[src/rtl/ola_capture_buffer.sv]
// Capture buffer behind the trigger engine: circular pre-trigger history, programmable
// post-trigger tail, then oldest-first readout over a valid/ready port.
module ola_capture_buffer #(
  parameter int sample_width = 8,
  parameter int depth_width  = 4
) (
  input  logic                    clock,
  input  logic                    reset_n,
  input  logic                    ctl_arm,
  input  logic                    ctl_abort,
  input  logic [depth_width-1:0]  ctl_post_count,
  input  logic                    in_valid,
  input  logic [sample_width-1:0] in_sample,
  input  logic                    in_trigger,
  output logic                    rd_valid,
  input  logic                    rd_ready,
  output logic [sample_width-1:0] rd_data,
  output logic                    st_armed,
  output logic                    st_triggered,
  output logic                    st_done
);

  localparam int unsigned Depth = 2 ** depth_width;
  localparam logic [depth_width:0] FillMax = {1'b1, {depth_width{1'b0}}};

  typedef enum logic [1:0] {IDLE, ARMED, POST, READOUT} state_e;

  state_e                  state_q, state_d;
  logic [depth_width-1:0]  wr_ptr_q, wr_ptr_d;
  logic [depth_width:0]    fill_q, fill_d;
  logic [depth_width-1:0]  post_len_q, post_len_d;
  logic [depth_width-1:0]  post_cnt_q, post_cnt_d;
  logic [depth_width-1:0]  rd_ptr_q, rd_ptr_d;
  logic [depth_width:0]    rd_cnt_q, rd_cnt_d;
  logic                    rd_valid_q, rd_valid_d;
  logic [sample_width-1:0] rd_data_q, rd_data_d;
  logic                    armed_q, armed_d;
  logic                    triggered_q, triggered_d;
  logic                    done_q, done_d;

  logic                    wr_en;
  logic                    enter_readout;
  logic [depth_width-1:0]  wr_ptr_inc;
  logic [depth_width:0]    fill_inc;

  logic [sample_width-1:0] mem [Depth];

  always_comb begin
    state_d       = state_q;
    wr_ptr_d      = wr_ptr_q;
    fill_d        = fill_q;
    post_len_d    = post_len_q;
    post_cnt_d    = post_cnt_q;
    rd_ptr_d      = rd_ptr_q;
    rd_cnt_d      = rd_cnt_q;
    rd_valid_d    = rd_valid_q;
    rd_data_d     = rd_data_q;
    triggered_d   = triggered_q;
    done_d        = 1'b0;
    wr_en         = 1'b0;
    enter_readout = 1'b0;
    wr_ptr_inc    = wr_ptr_q + 1'b1;
    fill_inc      = (fill_q == FillMax) ? fill_q : fill_q + 1'b1;

    unique case (state_q)
      IDLE: begin
        if (ctl_arm) begin
          state_d     = ARMED;
          post_len_d  = ctl_post_count;
          fill_d      = '0;
          wr_ptr_d    = '0;
          triggered_d = 1'b0;
        end
      end
      ARMED: begin
        if (in_valid) begin
          wr_en    = 1'b1;
          wr_ptr_d = wr_ptr_inc;
          fill_d   = fill_inc;
          if (in_trigger) begin
            triggered_d = 1'b1;
            if (post_len_q == '0) begin
              enter_readout = 1'b1;
            end else begin
              post_cnt_d = post_len_q;
              state_d    = POST;
            end
          end
        end
      end
      POST: begin
        if (in_valid) begin
          wr_en      = 1'b1;
          wr_ptr_d   = wr_ptr_inc;
          fill_d     = fill_inc;
          post_cnt_d = post_cnt_q - 1'b1;
          if (post_cnt_q == depth_width'(1)) enter_readout = 1'b1;
        end
      end
      READOUT: begin
        if ((!rd_valid_q || rd_ready) && (rd_cnt_q != '0)) begin
          rd_data_d  = mem[rd_ptr_q];
          rd_valid_d = 1'b1;
          rd_ptr_d   = rd_ptr_q + 1'b1;
          rd_cnt_d   = rd_cnt_q - 1'b1;
        end else if (rd_valid_q && rd_ready) begin
          rd_valid_d = 1'b0;
          done_d     = 1'b1;
          state_d    = IDLE;
        end
      end
      default: state_d = IDLE;
    endcase

    // Oldest entry is computed from the post-write pointer/fill; a full buffer
    // (fill = depth) wraps back to wr_ptr itself.
    if (enter_readout) begin
      state_d  = READOUT;
      rd_ptr_d = wr_ptr_d - fill_d[depth_width-1:0];
      rd_cnt_d = fill_d;
    end

    if (ctl_abort) begin
      state_d     = IDLE;
      rd_valid_d  = 1'b0;
      triggered_d = 1'b0;
      done_d      = 1'b0;
      wr_en       = 1'b0;
    end

    armed_d = (state_d == ARMED) || (state_d == POST);
  end

  always_ff @(posedge clock or negedge reset_n) begin
    if (!reset_n) begin
      state_q     <= IDLE;
      wr_ptr_q    <= '0;
      fill_q      <= '0;
      post_len_q  <= '0;
      post_cnt_q  <= '0;
      rd_ptr_q    <= '0;
      rd_cnt_q    <= '0;
      rd_valid_q  <= 1'b0;
      rd_data_q   <= '0;
      armed_q     <= 1'b0;
      triggered_q <= 1'b0;
      done_q      <= 1'b0;
    end else begin
      state_q     <= state_d;
      wr_ptr_q    <= wr_ptr_d;
      fill_q      <= fill_d;
      post_len_q  <= post_len_d;
      post_cnt_q  <= post_cnt_d;
      rd_ptr_q    <= rd_ptr_d;
      rd_cnt_q    <= rd_cnt_d;
      rd_valid_q  <= rd_valid_d;
      rd_data_q   <= rd_data_d;
      armed_q     <= armed_d;
      triggered_q <= triggered_d;
      done_q      <= done_d;
    end
  end

  always_ff @(posedge clock) begin
    if (wr_en) mem[wr_ptr_q] <= in_sample;
  end

  assign rd_valid     = rd_valid_q;
  assign rd_data      = rd_data_q;
  assign st_armed     = armed_q;
  assign st_triggered = triggered_q;
  assign st_done      = done_q;

endmodule
[config.mk]
export PLATFORM = sky130hd
export DESIGN_NAME = ola_capture_buffer
export DESIGN_NICKNAME = d
export VERILOG_FILES = /design/src/rtl/ola_capture_buffer.sv
export SDC_FILE = /design/constraint.sdc
export NUM_CORES = 1
export LEC_CHECK = 0
export BUFFER_PORTS_ARGS = -buffer_cell sky130_fd_sc_hd__buf_2
export CAP_MARGIN = 10
export CORE_AREA = 4 4 162 164
export CTS_CLUSTER_SIZE = 16
export DETAILED_ROUTE_END_ITERATION = 8
export DIE_AREA = 0 0 166 168
export SKIP_CTS_REPAIR_TIMING = 1
export SLEW_MARGIN = 20
export SYNTH_ARGS = -nofsm -noshare
export SYNTH_HDL_FRONTEND = slang
export SYNTH_SLANG_ARGS = --single-unit
export TNS_END_PERCENT = 20
[constraint.sdc]
create_clock -name clock -period 5.2 [get_ports clock]
set_input_delay 0.26 -clock clock [delete_from_list [all_inputs] [get_ports clock]]
set_output_delay 0.26 -clock clock [all_outputs]
set_load 0.03 [all_outputs]
== Word level (Yosys, flattened, before mapping) ==
Memories as Yosys holds them, arrays and structs flattened. A register that Yosys moved wholly into a read port is not among the register bits.
Cells that the tools add are included.

* Bitwise gates (word level): 0
* $add $sub $neg: 6
* Equality and inequality tests: 14
* Reduce and logical (&&, ||, !) cells: 22
* Multipliers: 0
* Div/mod/pow operators: 0
* Shifts and indexed selects: 0
* Mux-type cells: 51
* $lt $le $gt $ge: 0

{| class="wikitable"
|+ Operators by type and width
! cell !! count
|-
| $mux W4 || 9
|-
| $mux W5 || 6
|-
| $mux W1 || 22
|-
| $mux W2 || 8
|-
| $pmux W4 S2 || 2
|-
| $pmux W5 S2 || 1
|-
| $ne A3 B3 Y1 const B || 3
|-
| $add A4 B1 Y4 const B || 2
|-
| $ne A2 B2 Y1 const B || 4
|-
| $reduce_and A2 Y1 || 4
|-
| $reduce_bool A2 Y1 || 4
|-
| $eq A2 B2 Y1 const B || 3
|-
| $pmux W2 S3 || 1
|-
| $reduce_bool A3 Y1 || 2
|-
| $add A5 B1 Y5 const B || 1
|-
| $eq A5 B5 Y1 const B || 1
|-
| $reduce_and A5 Y1 || 1
|-
| $reduce_bool A5 Y1 || 1
|-
| $sub A5 B1 Y5 const B || 1
|-
| $eq A2 B1 Y1 const B || 2
|-
| $eq A4 B1 Y1 const B || 1
|-
| $logic_not A4 Y1 || 1
|-
| $pmux W1 S2 || 2
|-
| $reduce_and A4 Y1 || 1
|-
| 7 further kinds || 10
|}

* Memory bits (writable): 128
* Logic and storage cells: 105
* Register bits after elaboration: 32
* Output and inout port bits: 12
* Latch bits: 0
* Memory bits (read-only): 0
* Memories: 1
* Input bits: 19

{| class="wikitable"
|+ Memories
! memory !! words !! width !! rd ports !! clocked after Yosys merged registers in !! wr ports !! RTL line !! RTL
|-
| mem || 16 || 8 || 1 || 1 || 1 || 46 || <nowiki>logic [sample_width-1:0] mem [Depth];</nowiki>
|}

== Logic depth before layout (Yosys ltp) ==
* Word-level depth: 9
* Depth in mapped cells: 13
* Gate-level depth less buffers: 12

== Least setup slack after synthesis ==
OpenSTA, ideal clock, no wires.

* Path kind: reg2reg
* Start point: register state_q[0]
* End point: register rd_ptr_q[3]
* Setup time: 142 ps
* Path buffers: 1
* Path slack: 2497 ps
* Arrival time: 2561 ps
* Stages on the path, launching flop included: 14
* Period minus slack after synthesis: 2703 ps
* Required time: 5058 ps
* Path through: dfrtp_1 inv_1 ha_1 nor2b_1 or2_2 clkbuf_1 a22o_1 inv_1 ha_1 nor2b_1 o21ai_0 a211o_1 a211oi_1 a211oi_1

* Longest elaborated chain between the ends: 5
* Elaborated cells on any way between the ends: 13
* Classes of those cells: add/sub: 1; eq/ne: 3; mux: 4; reduce/logical: 5

{| class="wikitable"
|+ RTL lines
! what !! RTL line !! RTL
|-
| from (decl) || 28 || <nowiki>state_e state_q, state_d;</nowiki>
|-
| from (signal assigned) || 149 || <nowiki>state_q <= state_d;</nowiki>
|-
| $eq A2 B2 Y1 / $eq A2 B1 Y1 (equally long branches) || 65 || <nowiki>unique case (state_q)</nowiki>
|-
| $reduce_or A2 Y1 (no line) || -- ||
|-
| $pmux W5 S2 * || 65 ||
|-
| named net fill_d[1] || 30 || <nowiki>logic [depth_width:0] fill_q, fill_d;</nowiki>
|-
| $sub A4 B4 Y4 * || 119 || <nowiki>rd_ptr_d = wr_ptr_d - fill_d[depth_width-1:0];</nowiki>
|-
| $mux W4 * || 117 || <nowiki>if (enter_readout) begin</nowiki>
|-
| to (signal assigned) || 154 || <nowiki>rd_ptr_q <= rd_ptr_d;</nowiki>
|-
| to (decl) || 33 || <nowiki>logic [depth_width-1:0] rd_ptr_q, rd_ptr_d;</nowiki>
|}

Mark *: on every way through the listed nets, which the timed path passes. The rest lies on a longest branch.
A chain may end at the register's enable or synchronous reset.

== Final worst setup path ==
* Start point: register state_q[0]
* End point: register rd_ptr_q[3]

* Longest elaborated chain between the ends: 5
* Elaborated cells on any way between the ends: 13
* Classes of those cells: add/sub: 1; eq/ne: 3; mux: 4; reduce/logical: 5

{| class="wikitable"
|+ RTL lines
! what !! RTL line
|-
| $eq A2 B2 Y1 / $eq A2 B1 Y1 (equally long branches) || 65
|-
| $reduce_or A2 Y1 (no line) || --
|-
| $pmux W4 S2 / $pmux W5 S2 (equally long branches) || 65
|-
| $sub A4 B4 Y4 || 119
|-
| $mux W4 || 117
|}

Several ways; a longest one is shown, not always the timed one.

==> qor.csv <==
metric,value,unit
status,"complete, no violations",
CP peak stage delay,0.48,ns
worst-path cell chain,inv_1 > ha_1 > nand2b_1 > a2111oi_0 > a21oi_1 > ha_1 > o21ai_0 > a211o_1 > a211oi_1 > a211oi_1,
DP HPWL,9.97,mm
busiest grt layer,met2,
setup TNS,0,ns
post-synth cell types,53,
most common cell in the netlist,edfxtp_1,
hold crit path type,in2reg,
gr usage total,11.1,%
final WL,14.8,mm
Core Rows,58,
LEAKAGE,2.97,nW
commonest cells in the netlist,"128 x edfxtp_1, 40 x dfrtp_1, 31 x mux4_2",
CP startpoint kind,register,
Worst EP required,5.48,ns
Sink Count,168,
Max-cap violations,0,
Die Height,168,um
Final ANT Viol Nets,0,
"worst slack, placed",2.29,ns
asr flop ratio synth,23.8,%
GR Overflow Total,0,
Die W,166,um
vias in the first global route,4064,
final clock skew,0.0182,ns
PD cells,419,nW/um2
DP Area,7790,um2
Reg-to-Reg End,rd_ptr_q[3],
design area,8380,um2
ys flop type,edfxtp_1,
initial antenna violation count,0,
instance count of the mapped netlist,440,
"Period Utilization, post-route",57.4,%
drt pass-1 iters,5,
unrepaired setup endpoints after global routing,false,
Ports,31,
Mapped Avg Cell Area,16.7,um2
fin worst setup slack,2.22,ns
post-synthesis sequential area ratio,66.0,%
largest net degree at the start of global routing,41,
"Clk Latency, worst-skew pair",0.43,ns
post-synthesis cell area,7340,um2
final-layout fill cell count,2351,
area grow syn2layout,14.1,%
Setup-failing EPs final,0,
worst-margin pin slew,0.880,ns
die area,27900,um2
drt wl/cell,18.1,um
fmax,335,MHz
CTS tree,done,
#FFs+latches synth,168,
cell taking the most area after synthesis,edfxtp_1,
first-pass GRT wire length,23.9,mm
drt drc,0,
WP data arrival,3.26,ns
Hold Path Depth,2,
Final Hold Viols,0,
initial DRC count,204,
critical path type,reg2reg,
root buf cell,clkbuf_16,
clock-pin slew on the worst setup and hold paths,0.07,ns
PortBufs,30,
Area contributors post-synth,"edfxtp_1 52%, dfrtp_1 14%, mux4_2 9.5%, ha_1 3.2%, mux4_1 3.2%",
Peak VDD IR,0.000231,V
H-tree Lvls,4,
Syn Nets,479,
Worst Hold Path EP,post_len_q[2],
slowest CP cell,ha_1,
Pins Over Slew Limit,0,
vias,3885,
maximum clock path buffer count,2,
"reg-to-reg slack, setup",2.22,ns
worst r2r path cells,10,
Final nets,512,
top cell type's share of synthesized area,52.3,%
# diodes,0,
Final Util,33.7,%
GR met1 Demand/Resource,14.8,%
number of synthesized flops with an enable pin,128,
hold_sp,ctl_post_count[2],
met2 usage,17.6,%
fin crit period,2.98,ns
area of the core,24900,um2
CTS Buf Count,17,
FF-to-FF Start,state_q[0],
worst-path maximum fanout,10,
layout cells sized above 1,24.9,%
Vias/cell,4.76,
met3 Use GR,3.12,%
routability congestion estimate,0.743,
YS warnings,0,
initial core utilization,29.5,%
relative slew slack,41.1,%
CP endpoint kind,register,
[per-stage QoR]
step	total power (W)	cells	hold WS, ns
floorplan	0.00218	440	-0.0356
CTS	0.00355	815	0.0373
global route	0.00368	816	0.0645
detailed placement	0.00231	783	0.493
finish	0.00352	816	0.0842
global placement	0.00229	783	0.488
[cells by family (layout without fill, tap and decap cells)]
family,Yosys count,after routing,share of synthesized area (%)
buffers and inverters,43,89,3.20
AOI/OAI and AO/OA,48,48,4.26
muxes,61,61,15.9
DFF,168,168,66.0
adders and majority gates,20,20,3.51
xor gates and xnor gates,9,9,1.07
and+or+nand+nor,91,91,6.12
[critical path: cells and delay by family (launching register included)]
kind	cells	cell delay (ns)
AOI/OAI and AO/OA	6	1.37
adders and majority gates	2	0.82
DFF	1	0.41
and+or+nand+nor	1	0.13
buffers and inverters	1	0.10
[report_power, final]
part	switching (W)	internal [W]	total (W)
sequential	0.000178	0.00151	0.00169
clock	0.000561	0.000679	0.00124
combinational	0.000240	0.000343	0.000583
total	0.000979	0.00254	0.00352
[sequential cells by signal, indices dropped and copies added (netlist names)]
name / cells
rd_ptr_q: 4
post_len_q: 4
rd_cnt_q: 5
mem: 128
rd_valid: 1
st_armed: 1
fill_q: 5
state_q: 2
st_done: 1
wr_ptr_q: 4
st_triggered: 1
post_cnt_q: 4
rd_data: 8
[area by class of cell]
class	count	area [um2]	share of cell area (%)
inverters	22	82.6	0.985
repair buffers	35	193	2.30
well taps	330	413	4.93
clock buffers	17	425	5.08
multi-input cells	229	2260	27.0
clock inverters	15	154	1.84
flip-flops and latches	168	4850	57.9
[how the worst max path moves through the flow]
| stage | slack (ns) | startpoint | endpoint |
|---|---|---|---|
| floorplan | 2.50 | state_q[0] | rd_ptr_q[3] |
| global placement | 2.40 | state_q[0] | rd_ptr_q[3] |
| detailed placement | 2.29 | state_q[0] | rd_ptr_q[3] |
| CTS | 2.25 | state_q[0] | rd_ptr_q[3] |
| global route | 2.03 | state_q[0] | rd_ptr_q[3] |
| finish | 2.22 | state_q[0] | rd_ptr_q[3] |
[metal layers]
metal / share of wire (%) / routed length [um]
met1: 45 / 6690
met2: 49 / 7240
met3: 5.0 / 742
met4: 0.84 / 125
met5: 0 / 0
[cell usage in the layout, fill, tap and decap left out, types with 3 or more instances in the layout]
cell / count
mux2i_1: 5
ha_1: 19
nand4_1: 5
nor2_1: 24
xnor2_1: 7
clkbuf_16: 17
inv_8: 5
inv_1: 22
nor2b_1: 5
inv_6: 4
nand3_1: 3
a31oi_1: 3
nand2_1: 29
mux2_2: 16
edfxtp_1: 128
nand2b_1: 4
a22o_1: 3
buf_2: 29
mux4_1: 9
dfrtp_1: 38
a21oi_1: 6
or2_2: 3
nor4_1: 3
nor3_1: 7
buf_4: 5
mux4_2: 31
o21ai_0: 18
No activity file was read; power rests on OpenSTA's default activity.
